$ cat src/rtl/buzzer_pkg.sv
// Shared zone encodings, FSM state type and the distance-to-zone map for the
// buzzer sequencer.
package buzzer_pkg;

    localparam logic [2:0] Z_SILENT = 3'd0;
    localparam logic [2:0] Z5       = 3'd1;
    localparam logic [2:0] Z4       = 3'd2;
    localparam logic [2:0] Z3       = 3'd3;
    localparam logic [2:0] Z2       = 3'd4;
    localparam logic [2:0] Z_TONE   = 3'd5;

    typedef enum logic [1:0] {
        ST_SILENT = 2'd0,
        ST_ON     = 2'd1,
        ST_OFF    = 2'd2,
        ST_TONE   = 2'd3
    } state_t;

    function automatic logic [2:0] zone_of(input logic [7:0] d);
        logic [2:0] z;
        if (d <= 8'd1)       z = Z_TONE;
        else if (d == 8'd2)  z = Z2;
        else if (d == 8'd3)  z = Z3;
        else if (d == 8'd4)  z = Z4;
        else if (d == 8'd5)  z = Z5;
        else                 z = Z_SILENT;
        return z;
    endfunction

endpackage

$ cat src/rtl/tick_prescaler.sv
// Free-running divider producing a registered one-clock tick every DIV clocks.
module tick_prescaler #(
    parameter int DIV = 50_000
) (
    input  logic clk,
    input  logic rst_n,
    output logic tick
);

    localparam int CW = (DIV > 1) ? $clog2(DIV) : 1;

    logic [CW-1:0] cnt_q, cnt_d;
    logic          tick_q;
    logic          wrap;

    assign wrap  = (cnt_q == CW'(DIV - 1));
    assign cnt_d = wrap ? '0 : cnt_q + 1'b1;
    assign tick  = tick_q;

    always_ff @(posedge clk or negedge rst_n) begin
        if (!rst_n) begin
            cnt_q  <= '0;
            tick_q <= 1'b0;
        end else begin
            cnt_q  <= cnt_d;
            tick_q <= wrap;
        end
    end

endmodule

$ cat src/rtl/buzzer_sequencer.sv
// Debounces distance samples into a proximity zone and plays the matching
// beep pattern on the buzzer output.
module buzzer_sequencer
    import buzzer_pkg::*;
#(
    parameter int CLK_HZ  = 50_000_000,
    parameter int TICK_HZ = 1_000,
    parameter int CONFIRM = 3,
    parameter int PER_Z5  = 800,
    parameter int PER_Z4  = 400,
    parameter int PER_Z3  = 200,
    parameter int PER_Z2  = 100
) (
    input  logic       clk,
    input  logic       rst_n,
    input  logic [7:0] distance,
    input  logic       dist_valid,
    input  logic       mute,
    output logic       alarm,
    output logic [2:0] zone,
    output logic       tick
);

    // Reset asserts asynchronously but releases on a clock edge.
    logic [1:0] rst_sync_q;
    logic       rst_int_n;

    always_ff @(posedge clk or negedge rst_n) begin
        if (!rst_n) rst_sync_q <= 2'b00;
        else        rst_sync_q <= {rst_sync_q[0], 1'b1};
    end
    assign rst_int_n = rst_sync_q[1];

    tick_prescaler #(.DIV(CLK_HZ / TICK_HZ)) u_presc (
        .clk   (clk),
        .rst_n (rst_int_n),
        .tick  (tick)
    );

    logic [2:0]  zone_map;
    logic [2:0]  cand_q, cand_d;
    logic [3:0]  cnt_q, cnt_d;
    logic [2:0]  zone_q, zone_d;
    logic        commit;
    state_t      state_q, state_d;
    logic [15:0] ph_q, ph_d;
    logic [15:0] half;
    logic        alarm_q, alarm_d;

    assign zone_map = zone_of(distance);

    always_comb begin
        cand_d = cand_q;
        cnt_d  = cnt_q;
        if (dist_valid) begin
            if (zone_map == cand_q) begin
                cnt_d = (cnt_q == 4'hF) ? cnt_q : cnt_q + 4'd1;
            end else begin
                cand_d = zone_map;
                cnt_d  = 4'd1;
            end
        end
    end

    // Commit on the confirming strobe itself so the zone lands one clock later.
    assign commit = dist_valid && (cnt_d >= 4'(CONFIRM)) && (cand_d != zone_q);
    assign zone_d = commit ? cand_d : zone_q;

    always_comb begin
        case (zone_q)
            Z5:      half = 16'(PER_Z5 / 2);
            Z4:      half = 16'(PER_Z4 / 2);
            Z3:      half = 16'(PER_Z3 / 2);
            Z2:      half = 16'(PER_Z2 / 2);
            default: half = 16'd1;
        endcase
    end

    always_comb begin
        state_d = state_q;
        ph_d    = ph_q;
        if (commit) begin
            // A same-cycle tick is dropped: the new pattern starts at ph=0.
            ph_d = 16'd0;
            if (cand_d == Z_SILENT)    state_d = ST_SILENT;
            else if (cand_d == Z_TONE) state_d = ST_TONE;
            else                       state_d = ST_ON;
        end else if (tick && (state_q == ST_ON || state_q == ST_OFF)) begin
            if (ph_q == half - 16'd1) begin
                state_d = (state_q == ST_ON) ? ST_OFF : ST_ON;
                ph_d    = 16'd0;
            end else begin
                ph_d = ph_q + 16'd1;
            end
        end
    end

    assign alarm_d = ((state_q == ST_ON) || (state_q == ST_TONE)) && !mute;

    always_ff @(posedge clk or negedge rst_int_n) begin
        if (!rst_int_n) begin
            cand_q  <= Z_SILENT;
            cnt_q   <= 4'd0;
            zone_q  <= Z_SILENT;
            state_q <= ST_SILENT;
            ph_q    <= 16'd0;
            alarm_q <= 1'b0;
        end else begin
            cand_q  <= cand_d;
            cnt_q   <= cnt_d;
            zone_q  <= zone_d;
            state_q <= state_d;
            ph_q    <= ph_d;
            alarm_q <= alarm_d;
        end
    end

    assign alarm = alarm_q;
    assign zone  = zone_q;

endmodule

$ cat config.mk
export PLATFORM = sky130hd
export DESIGN_NAME = buzzer_sequencer
export DESIGN_NICKNAME = d
export VERILOG_FILES = /design/src/rtl/buzzer_pkg.sv /design/src/rtl/tick_prescaler.sv /design/src/rtl/buzzer_sequencer.sv
export SDC_FILE = /design/constraint.sdc
export NUM_CORES = 1
export LEC_CHECK = 0
export ABC_AREA = 0
export CAP_MARGIN = 20
export CELL_PAD_IN_SITES_DETAIL_PLACEMENT = 0
export CELL_PAD_IN_SITES_GLOBAL_PLACEMENT = 1
export CORE_ASPECT_RATIO = 1.75
export CORE_UTILIZATION = 45
export CTS_CLUSTER_DIAMETER = 200
export DETAILED_ROUTE_END_ITERATION = 12
export GPL_TIMING_DRIVEN = 1
export PLACE_DENSITY = 0.77
export SETUP_SLACK_MARGIN = 0.15
export SLEW_MARGIN = 20
export SYNTH_ARGS = -nofsm -noshare
export SYNTH_HDL_FRONTEND = slang
export SYNTH_SLANG_ARGS = --single-unit
$ cat constraint.sdc
create_clock -name clk -period 2.25 [get_ports clk]
set_input_delay 0.45 -clock clk [delete_from_list [all_inputs] [get_ports clk]]
set_output_delay 0.45 -clock clk [all_outputs]
set_load 0.05 [all_outputs]
==> qor.csv <==
metric,value,unit
Yosys top cell area share,40.0,%
vias in the first global route,2821,
die area,7020,sq um
largest net degree at the start of global routing,47,
initial antenna violation count,0,
gpl congestion,0.812,
placed cells,466,
Num CTS Buffers,5,
ys flop type,dfrtp_1,
post-synthesis cell type count,56,
Slew Limit Fails,0,
"Arr. time, crit path",2.57,ns
GRT overflow,0,
Clock power frac,25.1,%
Peak VDD IR,790,uV
"top cells by area, synth","dfrtp_1, nor2_1, xor2_1, xnor2_1, nand2_1",
HP Class,input pin to async pin,
Seq pwr share,44.2,%
fin util,60.8,%
Setup crit start kind,register,
clock sink count,48,
post-route ant nets,0,
Initial DRC Count,119,
synth warn,0,
Port Buffers,16,
Worst Max-Slew Pin Slew,0.607,ns
DIE WIDTH,63.8,um
diode count,0,
Non-Filler Instances,480,
Combinational Power Share,30.7,%
Cell Pwr Density,768,nW/um^2
Core Footprint,6490,sq um
Post-Syn Area,3000,sq um
Crit Reg-Reg Endpoint,ph_q[2],
Final Cycle Share,106,%
"count leader, synth",dfrtp_1,
synth cell count leaders,"dfrtp_1, nor2_1, nand2_1",
setup violators final,14,
Initial Util,46.3,%
TritonRoute pass-1 iters,5,
Synth area leader,dfrtp_1,
Skew-Pair Late Insertion Delay,0.29,ns
Worst-path clk slew,0.07,ns
critical path capture point type,register,
status,"complete, but fails checks",
failing checks,negative setup slack,
Total GRT Usage,24.2,%
crit path kind,register to register,
flop2flop setup slack,-0.14,ns
CTS tree,yes,
DRT Wirelength,7.81,mm
synthesized flop and latch total,48,
path depth of the worst reg2reg path,11,
Synth Instances,342,
Die Y,110,um
Synth-to-Final Area Change,31.4,%
P_int,1.94,mW
number of max-cap violations,0,
Achievable Freq,419,MHz
Slew HR,59.5,%
syn nets,360,
RSZ-0062 raised after global routing,true,
FP Rows,39,
Required @ worst endpoint,2.43,ns
HPWL after DPL,5.75,mm
P_leak,1.67,nW
H-tree Lvls,2,
Crit Path Max Fanout,6,
switching pwr,1.09,mW
layout cell share with drive strength beyond 1,27.6,%
"Avg Cell Area, Syn",8.78,sq um
skew final,0.00562,ns
DRC,0,
routed len/inst,16.3,um
Vias/cell,5.81,
PnR worst setup slack,-0.138,ns
reg2reg start,zone[1],
I/O pin cnt,17,
min cycle time layout,2.39,ns
first-pass GRT wire length,12.8,mm
Max Buffers Root-to-Sink,2,
Sw Share,35.9,%
"Seq/Total Area, Yosys",40.0,%
clk root buf,clkbuf_16,
"FFs w/ async S/R, synth",100,%
Final Hold Violating Endpoints,0,
layout net count,415,
vias,2790,
number of synthesized flops with an enable pin,0,
[flip-flops by register name, summed over array words and instances (netlist names)]
name,cells
state_q,2
u_presc.tick,1
ph_q,16
u_presc.cnt_q,16
zone,3
cand_q,3
rst_sync_q,2
alarm,1
cnt_q,4
[metrics by stage]
stage	setup WS, ns	hold WS (ns)	power (mW)	cell area [sq um]	TNS, ns
floorplan	-0.408	0.154	1.89	3090	-4.31
global placement	-0.545	0.335	2.17	3570	-11.94
detailed placement	-0.607	0.350	2.20	3570	-12.75
CTS	-0.137	0.312	3.04	3890	-1.38
global route	-0.225	0.318	3.22	3950	-2.49
finish	-0.138	0.318	3.03	3950	-1.36
[worst max-delay path by stage]
stage               slack [ns]         end  depth (start not counted)   startpoint
floorplan                -0.41  state_q[1]                         11      zone[0]
global placement         -0.54     zone[1]                          9  distance[5]
detailed placement       -0.61     ph_q[5]                          8  distance[5]
CTS                      -0.14     ph_q[3]                         11      zone[1]
global route             -0.23  state_q[1]                         11      zone[1]
finish                   -0.14     ph_q[2]                         11      zone[1]
[cell usage in the layout (no fill, tap or decap), types with 3 or more instances in the layout]
master and n:
buf_4 48, dfrtp_1 44, nor2_1 37, nand2_1 24
o21ai_0 14, a21oi_1 13, xor2_1 13, nand3_1 12
and3_1 11, nand4_1 9, nor2b_1 9, inv_1 9
xnor2_1 9, nand2b_1 6, nor3_1 6, o211ai_1 6
a31oi_1 5, nor4_1 5, clkbuf_16 5, buf_2 5
nor3_2 4, or3_1 4, o21bai_1 4, nand3b_1 4
a21o_1 4, o21ai_1 4, a311oi_1 4, ha_1 4
clkdlybuf4s50_1 4, buf_6 4, dfrtp_2 4, nor3_4 3
nor3b_1 3, a21oi_2 3, a22o_1 3, and4_1 3
dlygate4sd2_1 3
[worst max-delay path, stage by stage, from the launching register on]
cell and delay, ns:
dfrtp_2 0.43, nor2_4 0.16, xnor2_2 0.15, ha_4 0.19, or4b_4 0.47, a21o_1 0.18
o21ai_2 0.08, o211ai_1 0.16, buf_4 0.18, nor2_1 0.08, buf_4 0.16, nor3_2 0.04
[logic make-up (layout without fill, tap and decap cells)]
logic type | Yosys count | after routing | synth area share [%]
AOI/OAI and AO/OA | 77 | 77 | 17.5
xor gates and xnor gates | 25 | 25 | 7.29
adders and majority gates | 6 | 6 | 2.50
buffers and inverters | 27 | 83 | 3.67
DFF | 48 | 48 | 40.0
muxes | 3 | 3 | 1.08
other | 1 | 1 | 0.125
and+or+nand+nor | 155 | 155 | 27.8
[repair_timing]
item | CTS | global route
resized for setup | 73 | 9
hold buffers | 0 | 0
pin swaps | 15 | 6
setup buffers | 5 | 1
endpoints found under the setup margin | 28 | 20
[layout make-up]
class,count,area [sq um]
clock inverters,2,10.0
well taps,82,103
fillers,594,2540
multi-input cells,267,1930
inverters,9,33.8
flip-flops and latches,48,1210
clock buffers,6,139
repair buffers,66,528
[routing by layer]
| layer | vias up | wire, um | GRT usage (%) |
|---|---|---|---|
| li1 | 1353 | - | - |
| met1 | 1377 | 2770 | 22.0 |
| met2 | 42 | 4670 | 49.3 |
| met3 | 18 | 165 | 4.53 |
| met4 | 0 | 204 | 12.2 |
| met5 | - | 0 | 0 |
[power groups by stage]
stage	clock [mW]	combinational [mW]	sequential (mW)
finish	0.760	0.932	1.34
detailed placement	0	0.862	1.34
CTS	0.787	0.922	1.33
global route	0.816	1.04	1.36
floorplan	0	0.617	1.28
global placement	0	0.837	1.33
No activity file was read; power rests on OpenSTA's default activity.
